==> config.mk <==
export PLATFORM = sky130hd
export DESIGN_NAME = ad9122_spi_arbiter
export DESIGN_NICKNAME = d
export VERILOG_FILES = /design/src/rtl/ad9122_pkg.sv /design/src/rtl/spi_rr_pick.sv /design/src/rtl/ad9122_spi_arbiter.sv
export SDC_FILE = /design/constraint.sdc
export NUM_CORES = 1
export LEC_CHECK = 0
export BUFFER_PORTS_ARGS = -buffer_cell sky130_fd_sc_hd__buf_2
export CORE_MARGIN = 1
export CORE_UTILIZATION = 46
export CTS_CLUSTER_DIAMETER = 150
export DETAILED_ROUTE_END_ITERATION = 10
export PLACE_DENSITY = 0.76
export SETUP_SLACK_MARGIN = 0.3
export SLEW_MARGIN = 20
export SYNTH_ARGS = -nofsm -noshare
export SYNTH_HDL_FRONTEND = slang
export SYNTH_SLANG_ARGS = --single-unit
==> constraint.sdc <==
create_clock -name clk -period 2.2 [get_ports clk]
set_clock_uncertainty 0.05 [all_clocks]
set_input_delay 0.33 -clock clk [delete_from_list [all_inputs] [get_ports clk]]
set_output_delay 0.33 -clock clk [all_outputs]
set_load 0.01 [all_outputs]
==> src/rtl/ad9122_pkg.sv <==
// Shared definitions for the AD9122 SPI register-access arbiter.
package ad9122_pkg;
  localparam int ADDR_W = 7;
  localparam int DATA_W = 8;
  localparam int RW_BIT = 7;

  typedef enum logic [2:0] {
    ST_IDLE = 3'b001,
    ST_WAIT = 3'b010,
    ST_DONE = 3'b100
  } state_t;
endpackage

==> src/rtl/spi_rr_pick.sv <==
// Combinational round-robin selector: first valid requester at or after ptr, wrapping.
module spi_rr_pick #(
  parameter int N_REQ = 3,
  parameter int IDX_W = 2
) (
  input  logic [N_REQ-1:0] req_valid,
  input  logic [IDX_W-1:0] ptr,
  output logic [N_REQ-1:0] grant,
  output logic [IDX_W-1:0] grant_idx
);
  int unsigned      w_j;
  logic [N_REQ-1:0] w_bit;
  logic             w_found;

  always_comb begin
    grant     = '0;
    grant_idx = '0;
    w_found   = 1'b0;
    w_j       = 0;
    w_bit     = '0;
    for (int unsigned off = 0; off < N_REQ; off++) begin
      w_j = 32'(ptr) + off;
      if (w_j >= N_REQ) w_j = w_j - N_REQ;
      w_bit = N_REQ'(1) << w_j;
      if (!w_found && |(req_valid & w_bit)) begin
        w_found   = 1'b1;
        grant     = w_bit;
        grant_idx = IDX_W'(w_j);
      end
    end
  end
endmodule

==> src/rtl/ad9122_spi_arbiter.sv <==
// Round-robin arbiter sharing one AD9122 SPI register engine, with a WAIT-state watchdog.
module ad9122_spi_arbiter
  import ad9122_pkg::*;
#(
  parameter int          N_REQ   = 3,
  parameter logic [15:0] TIMEOUT = 16'd50000
) (
  input  logic                    clk,
  input  logic                    rst,
  input  logic [N_REQ-1:0]        req_valid,
  input  logic [N_REQ-1:0]        req_rw,
  input  logic [ADDR_W*N_REQ-1:0] req_addr,
  input  logic [DATA_W*N_REQ-1:0] req_wdata,
  output logic [N_REQ-1:0]        req_ack,
  output logic [N_REQ-1:0]        req_done,
  output logic [N_REQ-1:0]        req_err,
  output logic [7:0]              req_rdata,
  output logic                    busy,
  output logic [7:0]              ad_rw_addr,
  output logic [7:0]              w_ad_data,
  output logic                    write_req,
  output logic                    read_req,
  input  logic                    r_w_end,
  input  logic [7:0]              r_ad_data
);
  localparam int IDX_W = (N_REQ > 1) ? $clog2(N_REQ) : 1;

  state_t             r_state, w_next;
  logic [IDX_W-1:0]   r_ptr, r_gnt_idx;
  logic [N_REQ-1:0]   r_gnt_oh;
  logic [15:0]        r_wd;
  logic [N_REQ-1:0]   w_pick_grant;
  logic [IDX_W-1:0]   w_pick_idx;
  logic               w_sel_rw;
  logic [ADDR_W-1:0]  w_sel_addr;
  logic [DATA_W-1:0]  w_sel_data;
  logic               w_issue, w_end_ok, w_tmo;

  spi_rr_pick #(.N_REQ(N_REQ), .IDX_W(IDX_W)) u_pick (
    .req_valid (req_valid),
    .ptr       (r_ptr),
    .grant     (w_pick_grant),
    .grant_idx (w_pick_idx)
  );

  assign w_sel_rw   = |(req_rw & w_pick_grant);
  assign w_sel_addr = ADDR_W'(req_addr >> (w_pick_idx * ADDR_W));
  assign w_sel_data = DATA_W'(req_wdata >> (w_pick_idx * DATA_W));
  assign busy       = (r_state != ST_IDLE);

  always_ff @(posedge clk or posedge rst) begin
    if (rst) r_state <= ST_IDLE;
    else     r_state <= w_next;
  end

  // r_w_end takes priority over an expiring watchdog in the same cycle.
  always_comb begin
    w_next   = r_state;
    w_issue  = 1'b0;
    w_end_ok = 1'b0;
    w_tmo    = 1'b0;
    case (r_state)
      ST_IDLE: if (|req_valid) begin
        w_issue = 1'b1;
        w_next  = ST_WAIT;
      end
      ST_WAIT: if (r_w_end) begin
        w_end_ok = 1'b1;
        w_next   = ST_DONE;
      end else if (r_wd == TIMEOUT - 16'd1) begin
        w_tmo  = 1'b1;
        w_next = ST_DONE;
      end
      ST_DONE: w_next = ST_IDLE;
      default: w_next = ST_IDLE;
    endcase
  end

  // done/err are loaded on the WAIT exit edge so the pulses occupy the DONE cycle.
  always_ff @(posedge clk or posedge rst) begin
    if (rst) begin
      req_ack    <= '0;
      req_done   <= '0;
      req_err    <= '0;
      req_rdata  <= '0;
      ad_rw_addr <= '0;
      w_ad_data  <= '0;
      write_req  <= 1'b0;
      read_req   <= 1'b0;
      r_ptr      <= '0;
      r_gnt_idx  <= '0;
      r_gnt_oh   <= '0;
      r_wd       <= '0;
    end else begin
      req_ack   <= '0;
      req_done  <= '0;
      req_err   <= '0;
      write_req <= 1'b0;
      read_req  <= 1'b0;
      if (w_issue) begin
        ad_rw_addr <= {w_sel_rw, w_sel_addr};
        w_ad_data  <= w_sel_rw ? '0 : w_sel_data;
        write_req  <= !w_sel_rw;
        read_req   <= w_sel_rw;
        req_ack    <= w_pick_grant;
        r_gnt_oh   <= w_pick_grant;
        r_gnt_idx  <= w_pick_idx;
        r_wd       <= '0;
      end
      if (r_state == ST_WAIT && !w_end_ok && !w_tmo) r_wd <= r_wd + 16'd1;
      if (w_end_ok) begin
        req_rdata <= ad_rw_addr[RW_BIT] ? r_ad_data : '0;
        req_done  <= r_gnt_oh;
      end
      if (w_tmo) begin
        req_rdata <= '0;
        req_done  <= r_gnt_oh;
        req_err   <= r_gnt_oh;
      end
      if (r_state == ST_DONE)
        r_ptr <= (r_gnt_idx == IDX_W'(N_REQ - 1)) ? '0 : r_gnt_idx + IDX_W'(1);
    end
  end
endmodule

==> flow_summary.ini <==
[setup_path]
path_class = register to register
crit_start = r_ptr[0]
rr_worst_depth = 10
cp.required_ns = 2.43
cp_max_fo = 8
cp.depth = 10
setup.worst_path.end_class = register
crit_arrival_ns = 2.65
crit_chain = inv_2 > ha_4 > buf_6 > nand2b_4 > o21ai_2 > a221o_1 > a222oi_1 > buf_4 > o211a_4 > a32o_1
reg2reg_slack_ns = -0.22
worst_path_max_delay_cell = dfrtp_1
reg2reg_from = r_ptr[0]
slowest_delay_ns = 0.38
cpLargestDelayFamily = compound AO/OA/AOI/OAI gates
start_kind = register
worst-path-buf-inv = 3
critPathCapture = w_ad_data[2]
reg2reg_to = w_ad_data[2]

[layout]
antenna_cells = 0
fin_util = 0.711
final_common_cell = buf_2
final_cell_mix = buf_2, dfrtp_1, buf_4, nand2_1, nor2_1
postLayoutCellArea_sq_um = 4540
layout-drive-gt1-share = 0.500
final_cells = 531
synthToLayoutAreaGrowth_pct = 47.7
final_nets = 515

[power]
power.density_nw_per_um2 = 1200
p_int_mw = 3.44
combPwrFrac = 0.521
power.switching_mw = 2.01
peakVddDrop_mv = 0.770
finalPower_mw = 5.45
power.share.sequential = 0.310
p_sw_frac = 0.369
pwr-share-clk = 0.169
p_leak_nw = 2.23

[floorplanning]
dieHeight_microns = 83.7
initial_utilization = 0.481
die_w_microns = 83.7
die-area_sq_um = 7010
core_area_sq_um = 6390
rows = 29
io_pins = 98

[outcome]
failed_checks = negative setup slack
status = finished with violations

[clock_tree]
htreeDepth = 3
cts_buffer_depth = 2
path_clk_slew_ns = 0.06
numCtsBuffers = 9
clk_latency_ns = 0.35
tritoncts = yes
clockRootBuffer = clkbuf_8
cts.sinks = 61

[timing]
period_share = 1.10
hold_viol = 0
setup_viol = 18
rsz0062_at_grt = true
worstMarginPinSlew_ns = 0.554
fin_crit_ns = 2.42
relSlewSlack = 0.630
final_max_slew_viol_count = 0
fmax_ghz = 0.414
layout_setup_ws_ns = -0.216

[global_route]
grt_use_total = 0.254
gr-total-overflow = 0
grt_start_max_net_pins = 30
grt_pass1_wl_microns = 13900
antenna_found_initial = 0
grt_pass1_vias = 2964

[synth]
avgSynthCellArea_sq_um = 10.4
async_flop_share = 1.00
synth_ff_type = dfrtp_1
ys_warn_count = 0
syn-num-nets = 361
yosysUniqueCellTypes = 55
syn_inst = 295
ys_ff_latch = 61
synth_top_cell_area_share = 0.489
synth-edff-count = 0
syn-cell-area_sq_um = 3070
synth_top_cell_by_area = dfrtp_1
synth_area_leaders = dfrtp_1, mux2i_1, mux2_2
synth_seq_area_share = 0.497

[detailed_routing]
wl_per_cell_microns = 16.0
antenna_left = 0
drt_drc_violations_left = 0
wl_microns = 8510
drt_iter0_drc = 138
via_per_inst = 5.51
via_count = 2925
dr.pass1.iters = 5

[placed_design]
dp_cells = 485
hpwl_microns = 5370
place_area_sq_um = 3900
numPortBuffers = 97
gp_congestion = 0.796

[flow_run]
maxCapViolCount = 0

[min_path]
hold_depth = 2
hold_class = primary input to register
[cell usage after synthesis (7+ instances only)]
| cell | number |
|---|---|
| and3_1 | 8 |
| o22a_1 | 8 |
| nand2_1 | 23 |
| dfrtp_1 | 60 |
| or3_1 | 9 |
| nor2_1 | 21 |
| a22o_1 | 8 |
| clkbuf_1 | 7 |
| inv_1 | 11 |
| mux2i_1 | 12 |
| a32o_1 | 8 |
| nand3_1 | 11 |
| mux2_2 | 8 |
| a21oi_1 | 12 |
| o21ai_0 | 15 |
[stage by stage]
step / setup TNS (ns) / hold slack [ns] / worst slack (ns)
floorplan: -1.48 / 0.395 / -0.102
global placement: -3.57 / 0.337 / -0.281
detailed placement: -4.54 / 0.341 / -0.382
CTS: -1.46 / 0.161 / -0.122
global route: -4.43 / 0.157 / -0.339
finish: -2.38 / 0.160 / -0.216
[layout make-up]
type	count	area, sq um
clock inverter	1	5.00
sequential	61	1530
fill	477	1850
clock buffer	15	176
tap	77	96.3
multi-input combinational	209	1680
timing repair buffer	157	1000
inverter	11	41.3
[kinds of logic (layout without fill, tap and decap cells)]
| logic type | after synthesis | count (layout) | synth area share |
|---|---|---|---|
| AND/OR/NAND/NOR | 105 | 105 | 0.186 |
| buffers and inverters | 27 | 184 | 0.0395 |
| AO/OA/AOI/OAI | 76 | 78 | 0.186 |
| multiplexers | 20 | 20 | 0.0684 |
| XOR/XNOR | 2 | 2 | 0.00570 |
| flip-flops | 61 | 61 | 0.497 |
| adder cells (fa/ha/maj) | 4 | 4 | 0.0163 |
[state kept, by name (all words and copies together) (netlist names), 8 cells and up]
| signal | cells |
|---|---|
| req_rdata | 8 |
| r_wd | 16 |
| w_ad_data | 8 |
| ad_rw_addr | 8 |
[power by group through the flow]
stage / Sequential (mW) / Combinational (mW) / Clock (mW)
floorplan: 1.78 / 1.38 / 0
global placement: 1.69 / 2.27 / 0
detailed placement: 1.69 / 2.32 / 0
CTS: 1.68 / 2.68 / 0.932
global route: 1.72 / 3.09 / 0.995
finish: 1.69 / 2.84 / 0.922
[timing repair]
action / 4_1_cts / 5_1_grt
buffers inserted: 20 / 7
hold buffers: 1 / 0
gates cloned: 1 / 1
pin swaps: 28 / 17
endpoints found under the setup margin: 46 / 52
hold endpoints to repair: 20 / 0
resized for setup: 29 / 23
[layer usage]
layer	global-route usage	up-vias	routed length, microns
met2	0.414	110	4130
met1	0.307	1392	3680
met5	0	-	0
li1	-	1398	-
met4	0.157	0	261
met3	0.0544	25	441
[worst register-to-register path, delay by kind of cell, from the launching register on]
family,cells,cell delay [ns]
buf+inv,3,0.38
flops,1,0.38
compound gates,5,1.13
simple gates,1,0.11
fa+ha+maj,1,0.30
[worst min-delay path by stage]
stage / endpoint / slack (ns) / from
2_1_floorplan: r_wd[15] / 0.39 / r_wd[15]
3_3_place_gp: ad_rw_addr[1] / 0.34 / rst
3_5_place_dp: ad_rw_addr[5] / 0.34 / rst
4_1_cts: req_rdata[6] / 0.16 / r_ad_data[6]
5_1_grt: req_rdata[5] / 0.16 / r_ad_data[5]
6_report: req_rdata[2] / 0.16 / r_ad_data[2]
No activity file was read; power rests on OpenSTA's default activity.
